File: src/rtl/mmio_fifo_pkg.sv
// Shared definitions for the MMIO FIFO block: register map, control bit
// positions, status register layout and the read transaction id type.
package mmio_fifo_pkg;

   localparam logic [15:0] ADDR_DATA_DEF = 16'h0020;
   localparam logic [15:0] ADDR_STAT_DEF = 16'h0022;
   localparam logic [15:0] ADDR_CTRL_DEF = 16'h0024;

   localparam int CTRL_FLUSH      = 0;
   localparam int CTRL_CLR_STICKY = 1;

   typedef logic [8:0] t_mmio_tid;

   typedef struct packed {
      logic       udf;
      logic       ovf;
      logic       full;
      logic       empty;
      logic [7:0] count;
   } t_fifo_status;

endpackage

File: src/rtl/fifo_core.sv
// Circular FIFO storage with registered occupancy, full and empty flags.
// A pop frees a slot for a same-cycle push; flush discards everything.
module fifo_core
   import mmio_fifo_pkg::*;
#(
   parameter int DEPTH  = 8,
   parameter int DATA_W = 64
) (
   input  logic              clk,
   input  logic              rst,
   input  logic              push,
   input  logic              pop,
   input  logic              flush,
   input  logic [DATA_W-1:0] wdata,
   output logic [DATA_W-1:0] rd_data,
   output logic              push_ok,
   output logic              pop_ok,
   output logic [7:0]        count,
   output logic              full,
   output logic              empty
);

   localparam int AW = (DEPTH > 1) ? $clog2(DEPTH) : 1;
   localparam int CW = $clog2(DEPTH) + 1;

   logic [DATA_W-1:0] mem [DEPTH];

   logic [AW-1:0] wr_ptr_q, wr_ptr_d;
   logic [AW-1:0] rd_ptr_q, rd_ptr_d;
   logic [CW-1:0] count_q, count_d;
   logic          full_q, full_d;
   logic          empty_q, empty_d;

   assign pop_ok  = pop && !empty_q;
   assign push_ok = push && (!full_q || pop_ok);
   assign rd_data = mem[rd_ptr_q];

   // Pointers wrap naturally because DEPTH is a power of two.
   always_comb begin
      wr_ptr_d = wr_ptr_q;
      rd_ptr_d = rd_ptr_q;
      count_d  = count_q;
      if (flush) begin
         wr_ptr_d = '0;
         rd_ptr_d = '0;
         count_d  = '0;
      end else begin
         if (push_ok) wr_ptr_d = wr_ptr_q + AW'(1);
         if (pop_ok)  rd_ptr_d = rd_ptr_q + AW'(1);
         count_d = count_q + CW'(push_ok) - CW'(pop_ok);
      end
      full_d  = (count_d == CW'(DEPTH));
      empty_d = (count_d == '0);
   end

   always_ff @(posedge clk or posedge rst) begin
      if (rst) begin
         wr_ptr_q <= '0;
         rd_ptr_q <= '0;
         count_q  <= '0;
         full_q   <= 1'b0;
         empty_q  <= 1'b1;
      end else begin
         wr_ptr_q <= wr_ptr_d;
         rd_ptr_q <= rd_ptr_d;
         count_q  <= count_d;
         full_q   <= full_d;
         empty_q  <= empty_d;
      end
   end

   always_ff @(posedge clk) begin
      if (push_ok && !flush) mem[wr_ptr_q] <= wdata;
   end

   assign count = 8'(count_q);
   assign full  = full_q;
   assign empty = empty_q;

endmodule

File: src/rtl/mmio_fifo_csr.sv
// MMIO front end for the FIFO: address decode, sticky overflow/underflow
// flags, flush control and the registered read response.
module mmio_fifo_csr
   import mmio_fifo_pkg::*;
#(
   parameter int          DEPTH     = 8,
   parameter int          DATA_W    = 64,
   parameter logic [15:0] ADDR_DATA = ADDR_DATA_DEF,
   parameter logic [15:0] ADDR_STAT = ADDR_STAT_DEF,
   parameter logic [15:0] ADDR_CTRL = ADDR_CTRL_DEF
) (
   input  logic              clk,
   input  logic              rst,
   input  logic              mmio_wr_valid,
   input  logic              mmio_rd_valid,
   input  logic [15:0]       mmio_addr,
   input  logic [DATA_W-1:0] mmio_wdata,
   input  t_mmio_tid         mmio_tid,
   output logic              rsp_valid,
   output logic [DATA_W-1:0] rsp_data,
   output t_mmio_tid         rsp_tid,
   output logic [7:0]        count,
   output logic              full,
   output logic              empty
);

   logic push, pop, flush, clr_sticky, ctrl_wr;
   logic push_ok, pop_ok;
   logic [DATA_W-1:0] fifo_rd_data;
   logic ovf_q, ovf_d, udf_q, udf_d;
   logic              rsp_valid_q, rsp_valid_d;
   logic [DATA_W-1:0] rsp_data_q, rsp_data_d;
   t_mmio_tid         rsp_tid_q, rsp_tid_d;
   t_fifo_status      status;

   assign push       = mmio_wr_valid && (mmio_addr == ADDR_DATA);
   assign pop        = mmio_rd_valid && (mmio_addr == ADDR_DATA);
   assign ctrl_wr    = mmio_wr_valid && (mmio_addr == ADDR_CTRL);
   assign flush      = ctrl_wr && mmio_wdata[CTRL_FLUSH];
   assign clr_sticky = ctrl_wr && mmio_wdata[CTRL_CLR_STICKY];

   fifo_core #(
      .DEPTH  (DEPTH),
      .DATA_W (DATA_W)
   ) u_core (
      .clk     (clk),
      .rst     (rst),
      .push    (push),
      .pop     (pop),
      .flush   (flush),
      .wdata   (mmio_wdata),
      .rd_data (fifo_rd_data),
      .push_ok (push_ok),
      .pop_ok  (pop_ok),
      .count   (count),
      .full    (full),
      .empty   (empty)
   );

   assign status = '{udf: udf_q, ovf: ovf_q, full: full, empty: empty, count: count};

   // Clear is applied first so a same-cycle set takes priority.
   always_comb begin
      ovf_d = ovf_q;
      udf_d = udf_q;
      if (clr_sticky) begin
         ovf_d = 1'b0;
         udf_d = 1'b0;
      end
      if (push && !push_ok) ovf_d = 1'b1;
      if (pop && empty)     udf_d = 1'b1;
   end

   always_comb begin
      rsp_valid_d = mmio_rd_valid;
      rsp_data_d  = rsp_data_q;
      rsp_tid_d   = rsp_tid_q;
      if (mmio_rd_valid) begin
         rsp_tid_d = mmio_tid;
         if (mmio_addr == ADDR_DATA)
            rsp_data_d = pop_ok ? fifo_rd_data : '0;
         else if (mmio_addr == ADDR_STAT)
            rsp_data_d = {{(DATA_W - $bits(t_fifo_status)){1'b0}}, status};
         else
            rsp_data_d = '0;
      end
   end

   always_ff @(posedge clk or posedge rst) begin
      if (rst) begin
         ovf_q       <= 1'b0;
         udf_q       <= 1'b0;
         rsp_valid_q <= 1'b0;
         rsp_data_q  <= '0;
         rsp_tid_q   <= '0;
      end else begin
         ovf_q       <= ovf_d;
         udf_q       <= udf_d;
         rsp_valid_q <= rsp_valid_d;
         rsp_data_q  <= rsp_data_d;
         rsp_tid_q   <= rsp_tid_d;
      end
   end

   assign rsp_valid = rsp_valid_q;
   assign rsp_data  = rsp_data_q;
   assign rsp_tid   = rsp_tid_q;

endmodule

File: config.mk
export PLATFORM = sky130hd
export DESIGN_NAME = mmio_fifo_csr
export DESIGN_NICKNAME = d
export VERILOG_FILES = /design/src/rtl/mmio_fifo_pkg.sv /design/src/rtl/fifo_core.sv /design/src/rtl/mmio_fifo_csr.sv
export SDC_FILE = /design/constraint.sdc
export NUM_CORES = 1
export LEC_CHECK = 0
export CORE_MARGIN = 4
export CORE_UTILIZATION = 54
export CTS_CLUSTER_DIAMETER = 200
export DETAILED_ROUTE_END_ITERATION = 10
export PLACE_DENSITY = 0.77
export SLEW_MARGIN = 10
export SYNTH_ARGS = -nofsm -noshare
export SYNTH_HDL_FRONTEND = slang
export SYNTH_SLANG_ARGS = --single-unit
File: constraint.sdc
create_clock -name clk -period 9.8 [get_ports clk]
set_input_delay 2.45 -clock clk [delete_from_list [all_inputs] [get_ports clk]]
set_output_delay 2.45 -clock clk [all_outputs]
set_load 0.01 [all_outputs]
==> flow_metrics.py, run 1 <==
metrics = {
    "worst_setup_path": {
        "crit_family": "buffers and inverters",
        "cp.required_ns": 9.99,
        "reg2regPathDepth": 6,
        "crit_slowest_cell": "and4_4",
        "worstReg2RegStart": "u_core.rd_ptr_q[1]$_DFFE_PP0P_",
        "crit_path_max_incr_delay_ns": 0.96,
        "crit_chain": "clkdlybuf4s50_1 -> buf_4 -> inv_2 -> o21ai_0 -> nand3_1 -> inv_1 -> and4_4",
        "crit_path_start_kind": "primary input",
        "timing.rr.end": "rsp_data[9]$_DFFE_PP0P_",
        "arrival_ns": 5.62,
        "r2r_setup_slack_ns": 6.55,
        "cp-end-kind": "flop",
        "worst-path-buf-inv": 4,
        "path_max_fanout": 64,
        "path_class": "primary input to flop",
    },
    "clocking": {
        "clk-insertion-delay-late_ns": 0.58,
        "post-cts-setup-buffers": 0,
        "ctsResizeCount": 0,
        "postCtsHoldBufs": 0,
        "cts_made_buffers": 57,
        "clkTransAtPathRegs_ns": 0.06,
        "root_buffer": "clkbuf_16",
        "htree_levels": 2,
        "clockBufferDepth": 3,
        "cts_tree": "built",
        "clock_sinks": 600,
    },
    "pwr": {
        "swShare_pct": 18.82,
        "p_int_w": 0.004090,
        "p_leak_nw": 8.590,
        "p_per_area_nw_per_um2": 187.3,
        "comb_power_share_pct": 2.4,
        "ir_worst_vdd_v": 0.0001227,
        "power_switching_w": 0.0009482,
        "p_clk_share_pct": 42.3,
        "seq_power_share_pct": 55.3,
    },
    "grt": {
        "antenna_found_initial": 6,
        "grt_max_degree": 65,
        "grt_usage_pct": 19.88,
        "grt_pass1_wl_mm": 69.23,
        "grt-ovfl-total": 0,
        "grt_pass1_vias": 11670,
        "top_usage_layer": "met2",
        "gr-usage-met1_pct": 27.96,
        "use_met2_pct": 32.99,
        "globalRouteMet3Util_pct": 4.082,
    },
    "timing": {
        "final.setup.tns_ns": 0,
        "fin_ws_ns": 4.368,
        "worstMarginPinSlew_ns": 1.150,
        "skew_ns": 0.01318,
        "finalHoldViolations": 0,
        "rsz0062_at_grt": "false",
        "slew_viol_final": 0,
        "period_minus_slack_ns": 5.432,
        "max_freq_mhz": 184.1,
        "slew_headroom_pct": 23.36,
        "setup_viol": 0,
        "finalCritPeriodShare_pct": 55.43,
        "hold_slack_ns": 0.4858,
    },
    "final_layout": {
        "final_cell_area_um2": 26900,
        "utilization_pct": 65.14,
        "drive_gt1_share_pct": 20.36,
        "final_nets": 1321,
        "multi_input_area_um2": 4911,
        "n_fill_cell": 2626,
        "area_growth_pct": 18.09,
        "seq_area_um2": 17590,
    },
    "synthesis": {
        "netlist.area_leader.share_pct": 67.49,
        "yosysMostFrequentCell": "edfxtp_1",
        "ys_ff_latch": 600,
        "async_reset_ff_share_pct": 14.67,
        "syn-instance-count": 1031,
        "yosys-top-cells-count": "edfxtp_1 (512), mux4_2 (128), dfrtp_1 (87), mux2i_1 (65), o2bb2ai_1 (57)",
        "synth_edf_count": 512,
        "syn_avg_cell_area_um2": 22.10,
        "syn-cell-area_um2": 22780,
        "synth_seq_area_share_pct": 77.16,
        "yosysTopAreaCell": "edfxtp_1",
        "synthFlopType": "edfxtp_1",
        "ys_top_cells_by_area": "edfxtp_1 (67%), mux4_2 (13%), dfrtp_1 (9.6%)",
        "yosysWarnings": 0,
        "ys_types": 47,
    },
    "worst_hold_path": {
        "hold_end": "rsp_data[36]$_DFFE_PP0P_",
        "worstHoldPathCells": 1,
        "min_path_type": "flop to flop",
        "holdCritStartpoint": "rsp_data[36]$_DFFE_PP0P_",
    },
    "die": {
        "die_area_um2": 45540,
        "die_w_um": 213.4,
        "start_util_pct": 55.17,
        "row_count": 74,
        "io-pin-count": 177,
        "core_area_um2": 41290,
        "die_y_um": 213.4,
    },
    "routing": {
        "drtPass1Iterations": 5,
        "vias": 10780,
        "post-route-drc-count": 0,
        "via_per_inst": 5.991,
        "drtIter0Drc": 823,
        "wl_per_cell_um": 24.64,
        "wl_mm": 44.35,
        "detail-route-antenna-nets": 0,
    },
    "run_status": {
        "run_status": "finished, final reports clean",
    },
    "job": {
        "drv_cap": 0,
    },
    "placed_design": {
        "placed_area_um2": 25060,
        "place.gp.congestion": 0.7532,
        "port_buffers": 172,
        "post-place-ws_ns": 3.718,
        "post-dp-hpwl_mm": 24.80,
    },
}
[layout make-up]
| type | count | area share (%) |
|---|---|---|
| diodes | 1 | 0.009302 |
| clock buffers | 81 | 6.047 |
| clock inverters | 23 | 0.7907 |
| inverters | 13 | 0.1907 |
| multi-input cells | 362 | 18.26 |
| flip-flops and latches | 600 | 65.39 |
| well taps | 532 | 2.474 |
| repair buffers | 188 | 6.847 |
[worst max path at each step]
stage	start	end	slack (ns)	cells after the start
4_1_cts	mmio_rd_valid	u_core.mem[1][56]$_DFFE_PP_	4.33	7
3_3_place_gp	mmio_rd_valid	u_core.mem[1][56]$_DFFE_PP_	3.75	7
2_1_floorplan	mmio_addr[4]	u_core.mem[0][0]$_DFFE_PP_	-0.23	4
5_1_grt	mmio_rd_valid	u_core.full$_DFF_PP0_	4.06	11
3_5_place_dp	mmio_rd_valid	u_core.mem[1][56]$_DFFE_PP_	3.72	7
6_report	mmio_rd_valid	u_core.mem[1][52]$_DFFE_PP_	4.37	7
[power by group through the flow]
stage	sequential [W]	combinational, W	clock, W
after CTS	0.00279	0.000125	0.00217
final	0.00279	0.000123	0.00213
after detailed placement	0.00284	0.000124	0
after global routing	0.00278	0.000134	0.00230
after global placement	0.00284	0.000118	0
after floorplan	0.00284	0.0000292	0
[metrics by stage]
stage / instances / total power [W]
floorplan: 1034 / 0.002872
global placement: 1695 / 0.002957
detailed placement: 1695 / 0.002963
CTS: 1799 / 0.005081
global route: 1799 / 0.005214
finish: 1800 / 0.005039
[placed cells by master (no fill, tap or decap), types with 13 or more instances in the layout]
master / instances
o21ai_0: 15
o2bb2ai_1: 57
clkbuf_1: 13
mux4_2: 128
clkdlybuf4s50_1: 172
dfrtp_1: 84
edfxtp_1: 512
clkbuf_16: 57
buf_4: 16
mux2i_1: 65
[flip-flops by register name (all words and copies together) (netlist names)]
name,cells
rsp_data,64
u_core.count_q,4
u_core.full,1
u_core.mem,512
u_core.empty,1
rsp_tid,9
rsp_valid,1
u_core.wr_ptr_q,3
ovf_q,1
u_core.rd_ptr_q,3
udf_q,1
[layer usage]
| metal | wire length (um) | up-vias | part of all wire, % |
|---|---|---|---|
| met5 | 68 | - | 0.15 |
| met4 | 915 | 10 | 2.1 |
| met3 | 2576 | 71 | 5.8 |
| met2 | 22270 | 326 | 50 |
| met1 | 18520 | 5689 | 42 |
| li1 | - | 4688 | - |
[cells by family (layout without fill, tap and decap cells)]
group	after synthesis	in the layout	synth area share (%)
compound gates	92	92	3.186
xor+xnor	3	3	0.1154
fa+ha+maj	6	6	0.3625
buf+inv	72	305	1.516
flops	600	600	77.16
mux	202	202	15.96
other cells	1	5	0.01646
simple gates	55	55	1.686
Power figures use the tool's default switching activity.
==> run 2, diff against run 1 <==
--- a/config.mk
+++ b/config.mk
@@ -6,7 +6,7 @@
 export NUM_CORES = 1
 export LEC_CHECK = 0
 export CORE_MARGIN = 4
-export CORE_UTILIZATION = 54
+export CORE_UTILIZATION = 52
 export CTS_CLUSTER_DIAMETER = 200
 export DETAILED_ROUTE_END_ITERATION = 10
 export PLACE_DENSITY = 0.77
==> constraint.sdc (replaced) <==
create_clock -name clk -period 4.6 [get_ports clk]
set_input_delay 1.15 -clock clk [delete_from_list [all_inputs] [get_ports clk]]
set_output_delay 1.15 -clock clk [all_outputs]
set_load 0.01 [all_outputs]
==> flow_metrics.py, run 2 (same netlist as run 1, synthesis figures left out) <==
metrics = {
    "final_layout": {
        "area_growth_pct": 20.01,
        "final_cell_mix": "edfxtp_1 (512), clkdlybuf4s50_1 (172), mux4_2 (128), dfrtp_1 (84), mux2i_1 (65)",
        "largest_reg_flops": 512,
        "mostFrequentLayoutCell": "edfxtp_1",
        "utilization_pct": 63.33,
        "final_nets": 1335,
        "drive_gt1_share_pct": 21.84,
        "regMostFlops": "u_core.mem",
    },
    "timing": {
        "finalHoldViolations": 0,
        "period_minus_slack_ns": 3.361,
        "hold_slack_ns": 0.4857,
        "max_freq_mhz": 297.5,
        "worstMarginPinSlew_ns": 1.008,
        "slew_viol_final": 0,
        "slew_headroom_pct": 32.78,
        "finalCritPeriodShare_pct": 73.07,
        "rsz0062_at_grt": "false",
        "setup_viol": 0,
        "skew_ns": 0.04147,
    },
    "routing": {
        "routed.top_layer": "met5",
        "wl_met2_mm": 23.86,
        "post-route-drc-count": 0,
        "wl_per_cell_um": 25.21,
        "met3_length_mm": 2.824,
        "drtPass1Iterations": 5,
        "wl_mm": 47.09,
        "via_per_inst": 5.828,
        "vias": 10890,
        "wl_met1_mm": 19.49,
        "drtIter0Drc": 1003,
        "detail-route-antenna-nets": 0,
    },
    "die": {
        "row_count": 76,
        "core_area_um2": 43170,
        "io-pin-count": 177,
        "die_w_um": 217.3,
        "die_y_um": 217.3,
        "start_util_pct": 52.77,
        "die_area_um2": 47220,
    },
    "placed_design": {
        "place.gp.congestion": 0.7756,
        "port_buffers": 172,
        "post-dp-hpwl_mm": 26.65,
    },
    "grt": {
        "grt_pass1_vias": 11640,
        "grt_pass1_wl_mm": 72.66,
        "antenna_found_initial": 2,
        "grt_usage_pct": 20.39,
        "grt-ovfl-total": 0,
        "grt_max_degree": 67,
    },
    "worst_setup_path": {
        "arrival_ns": 3.61,
        "cp.required_ns": 4.85,
        "path_max_fanout": 50,
        "path_class": "primary input to flop",
        "crit_path_start_kind": "primary input",
        "cp-end-kind": "flop",
    },
    "pwr": {
        "p_total_w": 0.01078,
        "p_per_area_nw_per_um2": 394.2,
        "ir_worst_vdd_v": 0.0003303,
        "p_leak_nw": 8.727,
    },
    "clocking": {
        "root_buffer": "clkbuf_16",
        "clock_sinks": 600,
        "htree_levels": 2,
        "clk-insertion-delay-late_ns": 0.62,
        "cts_tree": "built",
        "cts_made_buffers": 56,
        "postCtsHoldBufs": 0,
        "post-cts-setup-buffers": 0,
        "clockBufferDepth": 3,
        "clkTransAtPathRegs_ns": 0.06,
        "ctsResizeCount": 0,
    },
    "run_status": {
        "run_status": "finished, final reports clean",
    },
    "job": {
        "drv_cap": 0,
    },
    "worst_hold_path": {
        "min_path_type": "flop to flop",
    },
}
[run 2: changes by cell type in the layout (fill, tap and decap cells not counted), moves of 3 or more]
cell      change
clkbuf_1      -5
buf_12       +14
nor4_2        -4
nor4_4        +4
clkinv_2      +3
[run 2: metrics by stage]
step | std cells | setup TNS (ns) | instance area [um2] | setup slack [ns]
finish | 1868 | 0 | 27340 | 1.239
global route | 1868 | 0 | 27340 | 1.060
CTS | 1867 | 0 | 27340 | 1.237
detailed placement | 1763 | 0 | 25470 | 0.6235
global placement | 1763 | 0 | 25470 | 0.6906
floorplan | 1034 | -51.94 | 22880 | -0.4058
[run 2: cell type report]
cell class	instances	area [um2]
clock inverter	31	309.0
multi-input combinational	362	4970
antenna	1	2.502
tap	585	732.0
clock buffer	73	1555
inverter	13	51.30
fill	2873	15830
timing repair buffer	203	2130
sequential	600	17590
[run 2: path summary, 6_finish.rpt]
| kind | slack [ns] | cells past startpoint | endpoint | start |
|---|---|---|---|---|
| max in group asynchronous | 2.64 | 3 | rsp_data[23]$_DFFE_PP0P_ | rst |
| hold reg to reg | 0.49 | 1 | rsp_data[53]$_DFFE_PP0P_ | rsp_data[53]$_DFFE_PP0P_ |
| min in group asynchronous | 1.10 | 2 | rsp_data[55]$_DFFE_PP0P_ | rst |
| setup / recovery | 1.24 | 7 | u_core.mem[3][45]$_DFFE_PP_ | mmio_addr[9] |
| hold / removal | 0.49 | 1 | rsp_data[53]$_DFFE_PP0P_ | rsp_data[53]$_DFFE_PP0P_ |
| setup reg to reg | 1.79 | 4 | rsp_data[59]$_DFFE_PP0P_ | u_core.rd_ptr_q[0]$_DFFE_PP0P_ |
[run 2: routing by layer]
| layer | track usage, % | up-vias |
|---|---|---|
| met4 | 5.639 | 2 |
| met2 | 33.77 | 400 |
| li1 | - | 4706 |
| met1 | 28.69 | 5714 |
| met5 | 0 | - |
| met3 | 3.393 | 64 |
[run 2: worst max-delay path: stages]
cell and delay, ns:
clkdlybuf4s50_1 0.45, nor4_4 0.45, and3_1 0.30, nand3_4 0.22, inv_1 0.21, and4_4 0.44, buf_12 0.35
[run 2: power by group]
group / internal, W / switching, W
combinational: 0.000125 / 0.000142
clock: 0.00262 / 0.00196
sequential: 0.00592 / 0.0000122
